<file path="src/rtl/request_encoder_if.sv">
// -----------------------------------------------------------------------------
// request_encoder_if
//
// Groups the request and grant signals that pass between the request sources
// and the dispatch consumer on one side, and request_encoder on the other.
//
//   req     [N_REQ-1:0]  request strobes. Each set bit is latched as pending.
//   mask    [N_REQ-1:0]  1 = exclude this bit from selection. The bit stays pending.
//   ack                  consumer accepts the presented code.
//   valid                code is valid and stable.
//   code    [IDX_W-1:0]  binary index of the selected request.
//   pending [N_REQ-1:0]  current pending register, for observability.
//
// Modports:
//   master  the source/consumer side. It drives req, mask and ack.
//   slave   the encoder side. It drives valid, code and pending.
// -----------------------------------------------------------------------------
interface request_encoder_if #(
    parameter int N_REQ = 4,
    parameter int IDX_W = 2
);
    logic [N_REQ-1:0] req;
    logic [N_REQ-1:0] mask;
    logic             ack;
    logic             valid;
    logic [IDX_W-1:0] code;
    logic [N_REQ-1:0] pending;

    modport master (
        output req, mask, ack,
        input  valid, code, pending
    );

    modport slave (
        input  req, mask, ack,
        output valid, code, pending
    );
endinterface

</file>
<file path="src/rtl/request_encoder.sv">
// -----------------------------------------------------------------------------
// request_encoder
//
// Registered priority encoder with a valid/ack handshake.
//
// Request lines are latched into a pending register. In IDLE the encoder picks
// the lowest-index pending bit that is not masked, registers its index into
// code, and raises valid. It then holds that grant until ack arrives. On ack
// the serviced bit is cleared, unless the same bit is requested again in that
// cycle; in that case the new request wins and the bit stays pending.
//
// Ports:
//   clk    single clock. All state updates on the rising edge.
//   rst_n  asynchronous, active-low reset.
//   bus    request_encoder_if.slave. Carries req, mask and ack in, and
//          valid, code and pending out.
//
// valid and code come only from registers. There is no combinational path
// from req, mask or ack to either output.
// -----------------------------------------------------------------------------
module request_encoder #(
    parameter int N_REQ = 4,
    parameter int IDX_W = 2
) (
    input  logic             clk,
    input  logic             rst_n,
    request_encoder_if.slave bus
);

    if (IDX_W != $clog2(N_REQ)) begin : g_width_check
        $error("request_encoder: IDX_W must equal clog2(N_REQ)");
    end

    typedef enum logic {
        IDLE    = 1'b0,
        PRESENT = 1'b1
    } state_t;

    state_t           state;
    state_t           state_nxt;
    logic [N_REQ-1:0] pending;
    logic [N_REQ-1:0] avail;
    logic [N_REQ-1:0] clr;
    logic [IDX_W-1:0] code;
    logic [IDX_W-1:0] sel;
    logic             found;
    logic             valid;

    // Selection uses the registered pending value only. A request that
    // arrives this cycle can therefore be granted no earlier than the
    // second edge after it arrives.
    assign avail = pending & ~bus.mask;

    // The loop scans from the highest index down, so the last match it finds
    // is the lowest index. The lowest index has the highest priority.
    always_comb begin
        // NOTE: every variable written in a combinational block gets a
        // default value first. Without one, a path that leaves it unassigned
        // would infer a latch.
        sel   = '0;
        found = 1'b0;
        for (int i = N_REQ - 1; i >= 0; i--) begin
            if (avail[i]) begin
                sel   = IDX_W'(i);
                found = 1'b1;
            end
        end
    end

    // An ack only clears a bit while a grant is being presented. An ack
    // that arrives while valid is low has no effect.
    always_comb begin
        clr = '0;
        if (valid && bus.ack) begin
            clr[code] = 1'b1;
        end
    end

    // OR-ing req in last lets a new request win over a clear of the same bit.
    always_ff @(posedge clk or negedge rst_n) begin
        if (!rst_n) begin
            pending <= '0;
        end else begin
            // NOTE: sequential state is always written with non-blocking
            // assignments. Every register then samples values from before
            // the edge, whatever order the blocks run in.
            pending <= (pending & ~clr) | bus.req;
        end
    end

    // FSM: state register.
    always_ff @(posedge clk or negedge rst_n) begin
        if (!rst_n) begin
            state <= IDLE;
        end else begin
            state <= state_nxt;
        end
    end

    // FSM: next-state logic. A grant that is being presented ignores new
    // higher-priority requests and mask changes. Only ack ends it.
    always_comb begin
        state_nxt = state;
        unique case (state)
            IDLE:    if (found)   state_nxt = PRESENT;
            PRESENT: if (bus.ack) state_nxt = IDLE;
            default: state_nxt = IDLE;
        endcase
    end

    // FSM: output logic. valid is decoded from the state register alone.
    always_comb begin
        valid = (state == PRESENT);
    end

    // code is loaded only when a new grant starts. It is therefore frozen
    // while valid is high, and it keeps its last value while valid is low.
    always_ff @(posedge clk or negedge rst_n) begin
        if (!rst_n) begin
            code <= '0;
        end else if (state == IDLE && found) begin
            code <= sel;
        end
    end

    assign bus.valid   = valid;
    assign bus.code    = code;
    assign bus.pending = pending;

endmodule
</file>
<file path="src/flat_wrapper.sv">
// flat-port wrapper written by rule: the top's interface ports become plain ports
module request_encoder_flat 
#(
    parameter int N_REQ = 4,
    parameter int IDX_W = 2
)
  (clk, rst_n, bus_req, bus_mask, bus_ack, bus_valid, bus_code, bus_pending);
  request_encoder_if #(.N_REQ(N_REQ), .IDX_W(IDX_W)) bus_i ();
  input  logic clk;
  input  logic rst_n;
  input wire logic [$bits(bus_i.req)-1:0] bus_req;
  input wire logic [$bits(bus_i.mask)-1:0] bus_mask;
  input wire logic [$bits(bus_i.ack)-1:0] bus_ack;
  output wire logic [$bits(bus_i.valid)-1:0] bus_valid;
  output wire logic [$bits(bus_i.code)-1:0] bus_code;
  output wire logic [$bits(bus_i.pending)-1:0] bus_pending;
  assign bus_i.req = bus_req;
  assign bus_i.mask = bus_mask;
  assign bus_i.ack = bus_ack;
  assign bus_valid = bus_i.valid;
  assign bus_code = bus_i.code;
  assign bus_pending = bus_i.pending;
  request_encoder #(.N_REQ(N_REQ), .IDX_W(IDX_W)) u_core (.clk(clk), .rst_n(rst_n), .bus(bus_i));
endmodule
</file>
<file path="config.mk">
export PLATFORM = sky130hd
export DESIGN_NAME = request_encoder_flat
export DESIGN_NICKNAME = d
export VERILOG_FILES = /design/src/rtl/request_encoder_if.sv /design/src/rtl/request_encoder.sv /design/src/flat_wrapper.sv
export SDC_FILE = /design/constraint.sdc
export NUM_CORES = 1
export LEC_CHECK = 0
export CORE_AREA = 4 4 41 43
export CTS_CLUSTER_SIZE = 16
export DETAILED_ROUTE_END_ITERATION = 10
export DIE_AREA = 0 0 45 47
export PLACE_DENSITY = 0.66
export SKIP_LAST_GASP = 1
export SLEW_MARGIN = 20
export SYNTH_ARGS = -nofsm -noshare
export SYNTH_HDL_FRONTEND = slang
export SYNTH_SLANG_ARGS = --single-unit
</file>
<file path="constraint.sdc">
create_clock -name clk -period 1.1 [get_ports clk]
set_input_delay 0.33 -clock clk [delete_from_list [all_inputs] [get_ports clk]]
set_output_delay 0.33 -clock clk [all_outputs]
set_load 0.02 [all_outputs]
</file>
==> impl_metrics.csv <==
group,metric,value,unit
timing,setup-violations-final,8,
critical_path,crit_path_start_kind,"register",
synth,synth_area_per_cell,11.2,um^2
clock_network,cts.clk_slew.worst_paths,0.06,ns
critical_path,arrival,0.79,ns
clock_network,cts_sinks,7,
place,numPortBuffers,17,
synth,yosys-top-cells-area,"dfrtp_1 (50%), nand2b_1 (11%), nor2b_4 (7.9%), o22a_1 (5.0%), a21o_1 (4.3%)",
critical_path,path_cells,"buf_6",
flow_run,drv_cap,0,
synth,yosysWarnings,0,
power_and_ir_drop,leakage,0.287,nW
timing,fin_ws,-0.0184,ns
cells_and_area,areaGrowthSynthToFinish,81.7,%
floorplanning,start_util,0.267,
critical_path,worstPathMaxFanout,2,
critical_path,cpPeakStageDelay,0.40,ns
critical_path,path_buf_inv,1,
clock_network,cts_buffers,3,
timing,slew_violations,0,
timing,finalHoldViolations,0,
synth,syn_area,348,um^2
synth,synth-seq-cells,7,
drt,vias,357,
clock_network,clock_latency,0.25,ns
global_routing,grt_max_degree,10,
drt,ant_nets,0,
clock_network,root_buffer,"clkbuf_4",
floorplanning,pin_count,18,
drt,wl_per_cell,11.2,um
critical_path,ff2ff_setup_slack,-0.01,ns
timing,fmax,894,MHz
floorplanning,die_h,47,um
critical_path,cp_top_family,"flip-flops",
power_and_ir_drop,power_density,2140,mW/mm^2
cells_and_area,fin_util,0.486,
floorplanning,num_rows,13,
synth,synthDistinctLibCells,15,
synth,synth_fp_nets,42,
place,gp_congestion,0.781,
cells_and_area,diodes,0,
timing,grt_setup_unrepaired,"true",
critical_path,critPathKind,"reg -> out",
synth,syn_inst,31,
clock_network,cts_tree,"yes",
status,outcome,"finished, violations left",
global_routing,grt_pass1_wl,1.37,mm
cells_and_area,layout_common_cells,"clkdlybuf4s50_1 (8), buf_6 (8), buf_4 (7), dfrtp_1 (7), nand2b_1 (6)",
drt,routed_via_density,4.82,
critical_path,worstPathRequired,0.77,ns
drt,wl,826,um
floorplanning,fp.coreArea,0.00130,mm^2
drt,firstDrtPassIters,4,
global_routing,track_usage,0.0931,
clock_network,hold_buffers,0,
cells_and_area,drive_above_1_share,0.373,
global_routing,grt_pass1_vias,332,
status,violations,"negative setup slack",
synth,synth_seq_area_share,0.504,
floorplanning,dieArea,0.00212,mm^2
drt,drcViolationCount,0,
place,dp_hpwl,648,um
timing,period_minus_slack,1.12,ns
critical_path,crit_path_end_kind,"output port",
drt,drtIter0Drc,13,
critical_path,rr_worst_depth,4,
critical_path,critPathSlowestCell,"dfrtp_1",
critical_path,worstReg2RegStart,"u_core.bus.pending[1]",
timing,tightest_slew,0.336,ns
power_and_ir_drop,vdd_drop_max,1.01,mV
hold_path,hold_class,"in -> async",
critical_path,worstReg2RegEnd,"u_core.bus.code[0]",
cells_and_area,design.final.nets,71,
critical_path,cp.depth,1,
synth,synth_top_area_cell,"dfrtp_1",
floorplanning,die_x,45,um
place,place_ws,-0.297,ns
critical_path,crit_end,"bus_code[0]",
synth,yosysTopAreaCellShare,0.504,
critical_path,startpoint,"u_core.bus.code[0]",
global_routing,antenna_found_initial,0,
global_routing,grt-ovfl-total,0,
timing,fin_skew,0.00180,ns
timing,timing.final.crit_share,1.02,
clock_network,clock_path_buffers,2,
clock_network,cts_max_level,1,
timing,max_slew_margin,0.775,
-- state kept, by name, summed over array words and instances (netlist names) --
name	flops
u_core.bus.code	2
u_core.bus.pending	4
u_core.bus.valid	1
-- how the worst min path moves through the flow --
stage                               start               endpoint  cells past startpoint
floorplan                           rst_n     u_core.bus.code[0]                      0
global placement    u_core.bus.pending[3]  u_core.bus.pending[3]                      2
detailed placement  u_core.bus.pending[1]  u_core.bus.pending[1]                      2
CTS                                 rst_n  u_core.bus.pending[0]                      1
global route                        rst_n  u_core.bus.pending[0]                      1
finish                              rst_n  u_core.bus.pending[0]                      1
-- worst register-to-register path: cells and delay by family (launching register included) --
family	cells	cell delay, ns
flip-flops	1	0.40
AO/OA/AOI/OAI	2	0.35
buffers and inverters	1	0.12
AND/OR/NAND/NOR	1	0.12
-- cells by family (layout without fill, tap and decap cells) --
| kind of cell | after synthesis | after routing | synth area share |
|---|---|---|---|
| buffers and inverters | 1 | 29 | 0.0216 |
| AO/OA/AOI/OAI | 10 | 10 | 0.209 |
| flip-flops | 7 | 7 | 0.504 |
| AND/OR/NAND/NOR | 13 | 13 | 0.266 |
-- what timing repair did --
action | 4_1_cts | 5_1_grt
endpoints found under the setup margin | 8 | 10
resized for setup | 45 | 2
buffers inserted | 1 | 0
-- cell type report --
cell class / instances / area (um^2)
Tap cell: 15 / 18.8
Multi-Input combinational cell: 23 / 170
Timing Repair Buffer: 25 / 240
Clock inverter: 1 / 5.00
Clock buffer: 3 / 22.5
Sequential cell: 7 / 175
Fill cell: 141 / 669
-- metal layers --
layer  wire (um)  global-route usage  vias to the layer above
li1            -                   -                      169
met1         334               0.132                      165
met2         396               0.127                       21
met3          86              0.0345                        2
met4           8              0.0351                        0
met5           0                   0                        -
-- cell usage after synthesis (all sizes together) --
master / number
nand4b: 1
nand2: 1
nor2b: 2
buf: 1
a21oi: 2
o21ba: 1
o21ai: 1
a21o: 2
nor2: 1
nand2b: 6
nand3: 1
o31ai: 2
o22a: 2
dfrtp: 7
nand4: 1
-- stage by stage --
| stage | power (mW) | instances | TNS (ns) | instance area (um^2) | hold WS [ns] |
|---|---|---|---|---|---|
| final | 1.35 | 74 | -0.0679 | 632 | 0.340 |
| after global routing | 1.45 | 74 | -0.397 | 632 | 0.354 |
| after CTS | 1.35 | 74 | -0.145 | 627 | 0.346 |
| after detailed placement | 1.05 | 69 | -2.65 | 582 | 0.565 |
| after global placement | 1.05 | 69 | -2.64 | 582 | 0.558 |
| after floorplan | 0.706 | 31 | 0 | 348 | 0.0344 |
-- report_power, final --
part	total (mW)	leakage, nW	internal (mW)	switching [mW]
logic	0.713	0.198	0.400	0.313
registers	0.394	0.0713	0.337	0.0577
clock network	0.242	0.0177	0.134	0.108
No activity file was read; power rests on OpenSTA's default activity.
